<file path="src/rtl/calc_pkg.sv">
// Shared encodings and glyph constants for the calculator display path.
// Segment vectors are {g,f,e,d,c,b,a}, active-low.
package calc_pkg;

    localparam logic [1:0] ST_ERRO  = 2'b00;
    localparam logic [1:0] ST_BUSY  = 2'b01;
    localparam logic [1:0] ST_READY = 2'b10;

    localparam int N_DIGITS = 8;

    typedef logic [6:0] seg7_t;
    typedef logic [3:0] bcd_t;

    localparam seg7_t SEG_BLANK = 7'h7F;
    localparam seg7_t SEG_DASH  = 7'h3F;
    localparam seg7_t SEG_E     = 7'h06;
    localparam seg7_t SEG_R     = 7'h2F;
    localparam seg7_t SEG_O     = 7'h23;

    // "Erro" occupies digits 3..0; everything above is dark.
    function automatic seg7_t err_glyph(input logic [2:0] idx);
        case (idx)
            3'd3:       err_glyph = SEG_E;
            3'd2, 3'd1: err_glyph = SEG_R;
            3'd0:       err_glyph = SEG_O;
            default:    err_glyph = SEG_BLANK;
        endcase
    endfunction

endpackage

</file>
<file path="src/rtl/bcd_to_seg7.sv">
// Combinational BCD to active-low 7-segment decoder; non-decimal codes map to a dash.
module bcd_to_seg7
    import calc_pkg::*;
(
    input  bcd_t  bcd,
    output seg7_t seg
);

    always_comb begin
        case (bcd)
            4'd0:    seg = 7'h40;
            4'd1:    seg = 7'h79;
            4'd2:    seg = 7'h24;
            4'd3:    seg = 7'h30;
            4'd4:    seg = 7'h19;
            4'd5:    seg = 7'h12;
            4'd6:    seg = 7'h02;
            4'd7:    seg = 7'h78;
            4'd8:    seg = 7'h00;
            4'd9:    seg = 7'h10;
            default: seg = SEG_DASH;
        endcase
    end

endmodule

</file>
<file path="src/rtl/calc_display.sv">
// Reassembles the core's serial BCD digit stream into a double-buffered frame and
// scans it onto an 8-digit common-anode 7-segment display with blanking and an error screen.
module calc_display
    import calc_pkg::*;
#(
    parameter int REFRESH_DIV = 50000,
    parameter bit BLANK_ZEROS = 1'b1
) (
    input  logic        clock,
    input  logic        reset,
    input  logic [3:0]  data,
    input  logic [3:0]  pos,
    input  logic [1:0]  status,
    output logic [7:0]  an,
    output seg7_t       seg,
    output logic        dp,
    output logic        err
);

    localparam int DIV_W = (REFRESH_DIV > 2) ? $clog2(REFRESH_DIV) : 1;
    localparam logic [DIV_W-1:0] DIV_LAST = DIV_W'(REFRESH_DIV - 1);

    logic [2:0]                pos_q;
    logic                      wr_q;
    bcd_t [N_DIGITS-1:0]       frame_buf;
    bcd_t [N_DIGITS-1:0]       shadow;
    logic [DIV_W-1:0]          div;
    logic [2:0]                scan;
    logic [N_DIGITS-1:0]       upper_zero;
    seg7_t [N_DIGITS-1:0]      dec_seg;
    seg7_t                     glyph;
    logic                      commit;

    // data trails pos by a cycle, so the registered index lines up with it.
    assign commit = wr_q && (pos_q == 3'd7);

    always_ff @(posedge clock or negedge reset) begin
        if (!reset) begin
            pos_q     <= '0;
            wr_q      <= 1'b0;
            frame_buf <= '0;
            shadow    <= '0;
        end else begin
            pos_q <= pos[2:0];
            wr_q  <= ((status == ST_BUSY) || (status == ST_ERRO)) && !pos[3];
            if (wr_q)
                frame_buf[pos_q] <= data;
            if (commit) begin
                shadow    <= frame_buf;
                shadow[7] <= data;
            end
        end
    end

    always_ff @(posedge clock or negedge reset) begin
        if (!reset)
            err <= 1'b0;
        else if (status == ST_ERRO)
            err <= 1'b1;
    end

    always_ff @(posedge clock or negedge reset) begin
        if (!reset) begin
            div  <= '0;
            scan <= '0;
        end else if (div == DIV_LAST) begin
            div  <= '0;
            scan <= scan + 3'd1;
        end else begin
            div  <= div + DIV_W'(1);
        end
    end

    // upper_zero[i]: every digit from i up to the top of the frame is zero.
    always_comb begin
        upper_zero = '0;
        upper_zero[N_DIGITS-1] = (shadow[N_DIGITS-1] == 4'd0);
        for (int i = N_DIGITS - 2; i >= 0; i--)
            upper_zero[i] = upper_zero[i+1] && (shadow[i] == 4'd0);
    end

    for (genvar i = 0; i < N_DIGITS; i++) begin : g_dec
        bcd_to_seg7 u_dec (
            .bcd (shadow[i]),
            .seg (dec_seg[i])
        );
    end

    always_comb begin
        glyph = dec_seg[scan];
        if (err)
            glyph = err_glyph(scan);
        else if (shadow[scan] > 4'd9)
            glyph = SEG_DASH;
        else if (BLANK_ZEROS && (scan != 3'd0) && upper_zero[scan])
            glyph = SEG_BLANK;
    end

    // an and seg share one register stage so they always name the same digit.
    always_ff @(posedge clock or negedge reset) begin
        if (!reset) begin
            an  <= 8'hFF;
            seg <= SEG_BLANK;
        end else begin
            an  <= ~(8'b1 << scan);
            seg <= glyph;
        end
    end

    assign dp = 1'b1;

endmodule

</file>
<file path="config.mk">
export PLATFORM = sky130hd
export DESIGN_NAME = calc_display
export DESIGN_NICKNAME = d
export VERILOG_FILES = /design/src/rtl/calc_pkg.sv /design/src/rtl/bcd_to_seg7.sv /design/src/rtl/calc_display.sv
export SDC_FILE = /design/constraint.sdc
export NUM_CORES = 1
export LEC_CHECK = 0
export CAP_MARGIN = 20
export CORE_MARGIN = 2
export CORE_UTILIZATION = 52
export CTS_CLUSTER_SIZE = 14
export DETAILED_ROUTE_END_ITERATION = 6
export GPL_ROUTABILITY_DRIVEN = 1
export PLACE_DENSITY_LB_ADDON = 0.1
export REMOVE_ABC_BUFFERS = 1
export SLEW_MARGIN = 0
export SYNTH_ARGS = -nofsm -noshare
export SYNTH_HDL_FRONTEND = slang
export SYNTH_HIERARCHICAL = 1
export SYNTH_SLANG_ARGS = --single-unit
export TNS_END_PERCENT = 1
</file>
<file path="constraint.sdc">
create_clock -name clock -period 2.68 [get_ports clock]
set_input_delay 0.402 -clock clock [delete_from_list [all_inputs] [get_ports clock]]
set_output_delay 0.402 -clock clock [all_outputs]
set_load 0.02 [all_outputs]
</file>
==> key figures <==
Routing
  • Final antenna-violating net count: 0
  • DRT iter0 DRCs: 267
  • DR WL/cell: 17.0 µm
  • Via count: 4217
  • DRC viols: 0
  • Drt pass-1 iters: 4
  • Vias per cell: 5.63
  • WL final: 12800 µm

Logic synthesis
  • Ys async rst share: 100%
  • Synthesized flop and latch total: 99
  • Synth area leader: dfrtp_1
  • Sequential cell area fraction in the yosys report: 39.0%
  • Xor/xnor share of the synthesized area: 2.05%
  • Synth cell types: 59
  • Post-Syn Area per Cell: 11.0 µm²
  • Post-synthesis compound-gate area fraction: 9.57%
  • Count leader, synth: dfrtp_1
  • Top area cells in the synthesized netlist: dfrtp_1 33%, mux2_2 10%, ha_1 9.2%
  • Mapped Cells: 580
  • Post-synth top cells: 84 x dfrtp_1, 57 x mux2_2, 47 x ha_1, 37 x nand2_1, 37 x nor2_1
  • Simple logic cell fraction of the synthesized area: 17.3%
  • Warnings from Yosys: 6
  • Largest family of logic cells by synthesized area: simple AND/OR/NAND/NOR gates
  • Top_reg_cell synth: dfrtp_1
  • Post-synth EDFFs: 0
  • Synth Area in Adders: 9.18%
  • Yosys top cell area share: 32.8%
  • Mapped Area: 6410 µm²
  • Mux contribution to synthesized area: 16.9%

Cells and area
  • Antenna diodes: 0
  • FILL cells: 1046
  • Multi-input logic area: 3530 µm²
  • Final cell area excluding filler cells: 6960 µm²
  • Syn-to-layout area delta: 8.55%
  • Fin nets: 656
  • Final Core Density: 57.9%
  • Register Area: 2500 µm²
  • Share of cells above drive strength 1: 22.3%
  • Fin cells: 749

Clock tree
  • CTS max path bufs: 2
  • Post-CTS setup buffer count: 0
  • Worst-path clk slew: 0.07 ns
  • CTS sink cnt: 99
  • Post-cts hold buffer count: 0
  • Root buf cell: clkbuf_16
  • Post-CTS Resized: 0
  • CTS H-tree lvls: 3
  • CTS Buf Count: 9
  • CTS tree: yes
  • Clk Latency, worst-skew pair: 0.35 ns

Global route
  • Largest net degree at the start of global routing: 44
  • Initial antenna violation count: 0
  • Total gr overflow: 0
  • Vias in the first global route: 4177
  • Global-route wire length before repair: 21500 µm
  • Gr usage total: 21.2%

Place
  • DP Area: 6680 µm²
  • I/O Buffers: 27
  • GPL Wtd Cong: 0.825
  • Placed cells: 733
  • Detail Placement HPWL: 9450 µm

Floorplan
  • Die H: 115 µm
  • Total die area: 13200 µm²
  • # IOs: 29
  • Initial core utilization: 53.3%
  • Row cnt: 40
  • Die width: 115 µm
  • Core area: 12000 µm²

Timing
  • Max Clock Freq: 464 MHz
  • Setup violators final: 0
  • Fin. Hold Viols: 0
  • Slew @ Worst Pin: 0.545 ns
  • Minimum clock period after layout: 2.15 ns
  • Final setup TNS: 0 ns
  • Fin Clk Skew: 0.00775 ns
  • Slew HR: 63.4%
  • Tcrit/Tclk final: 80.3%
  • RSZ-0062 raised after global routing: false
  • Pins over their slew limit: 0

Hold path
  • Hold WC Path Type: in -> async

Critical path
  • CP Capture Type: flop
  • Peak fanout along the critical path: 10
  • CP arrival: 2.41 ns
  • Crit-path cells: ha_1 -> nand2_1 -> a21oi_1 -> mux4_1 -> and2_0 -> a221oi_1 -> o32ai_1
  • Worst r2r path cells: 7
  • Crit path buffers/inverters: 0
  • Critical path depth in cells: 7
  • Top delay family on crit path: flip-flops
  • Kind of critical path: reg -> reg
  • CP max stage delay: 0.54 ns
  • Critical Path RT: 2.94 ns
  • Slowest-stage cell, CP: dfrtp_1
  • Worst Setup Start Kind: flop

Flow run
  • MaxCap Viol Count: 0

Power
  • Pleak: 3.08 nW
  • Flop pwr share: 43.2%
  • Switch Pwr: 1.82 mW
  • Combinational share of power: 33.0%
  • Pwr dens: 744 nW/µm²
  • Net Sw Frac: 35.2%
  • VDD IR max: 0.431 mV
  • Clock share of power: 23.7%
  • Cell-internal power: 3.35 mW

Run status
  • Run status: finished clean
power groups by stage:
stage / Combinational, mW / Clock, mW / Sequential, mW
finish: 1.71 / 1.23 / 2.24
global route: 1.93 / 1.32 / 2.31
CTS: 1.72 / 1.26 / 2.23
detailed placement: 1.71 / 0 / 2.26
global placement: 1.66 / 0 / 2.23
floorplan: 1.35 / 0 / 2.10
registers in the layout, summed over array words and instances (netlist names):
| register | count |
|---|---|
| shadow | 32 |
| frame_buf | 28 |
| div | 16 |
| an | 8 |
| seg | 7 |
| pos_q | 3 |
| scan | 3 |
| err | 1 |
| wr_q | 1 |
placed cells by master (no fill, tap or decap), types with 13 or more instances in the layout:
cell / n
ha_1: 47
nand2_1: 37
o21ai_0: 16
nor2_1: 37
dfstp_2: 15
clkdlybuf4s50_1: 26
inv_1: 36
dfrtp_1: 84
mux4_2: 13
mux2_2: 57
a21oi_1: 20
a22oi_1: 14
per-layer routing:
metal  routed length [µm]  part of all wire, %  GRT usage (%)
met5                    0                    0              0
met2                 5810                   46           32.3
met1                 6210                   49           29.9
met3                  453                  3.5           4.59
met4                  288                  2.3           8.03
cell type report:
class,instances,share of cell area [%]
clock buffer,12,3.54
clock inverter,4,0.468
inverter,38,2.05
multi-input combinational,416,50.7
sequential,99,35.9
tap,147,2.64
timing repair buffer,33,4.68
cells by family after synthesis:
kind of cell             count (synthesis)
AND/OR/NAND/NOR                        180
flip-flops                              99
AO/OA/AOI/OAI                           90
multiplexers                            83
buffers and inverters                   65
adder cells (fa/ha/maj)                 47
XOR/XNOR                                15
other                                    1
worst paths after layout:
path	startpoint	to	slack, ns
max	shadow[29]	seg[6]	0.53
min	reset	div[13]	0.003
max reg2reg	shadow[29]	seg[6]	0.53
min reg2reg	div[0]	div[0]	0.48
max in group asynchronous	reset	an[7]	1.95
min in group clock	div[0]	div[0]	0.48
stage by stage:
stage               power [mW]  hold slack (ns)  setup slack, ns
CTS                       5.22           0.0193            0.554
global route              5.56           0.0363            0.446
detailed placement        3.97            0.395            0.573
finish                    5.18          0.00273            0.527
global placement          3.89            0.385            0.601
floorplan                 3.45            0.106            0.345
No activity file was read; power rests on OpenSTA's default activity.
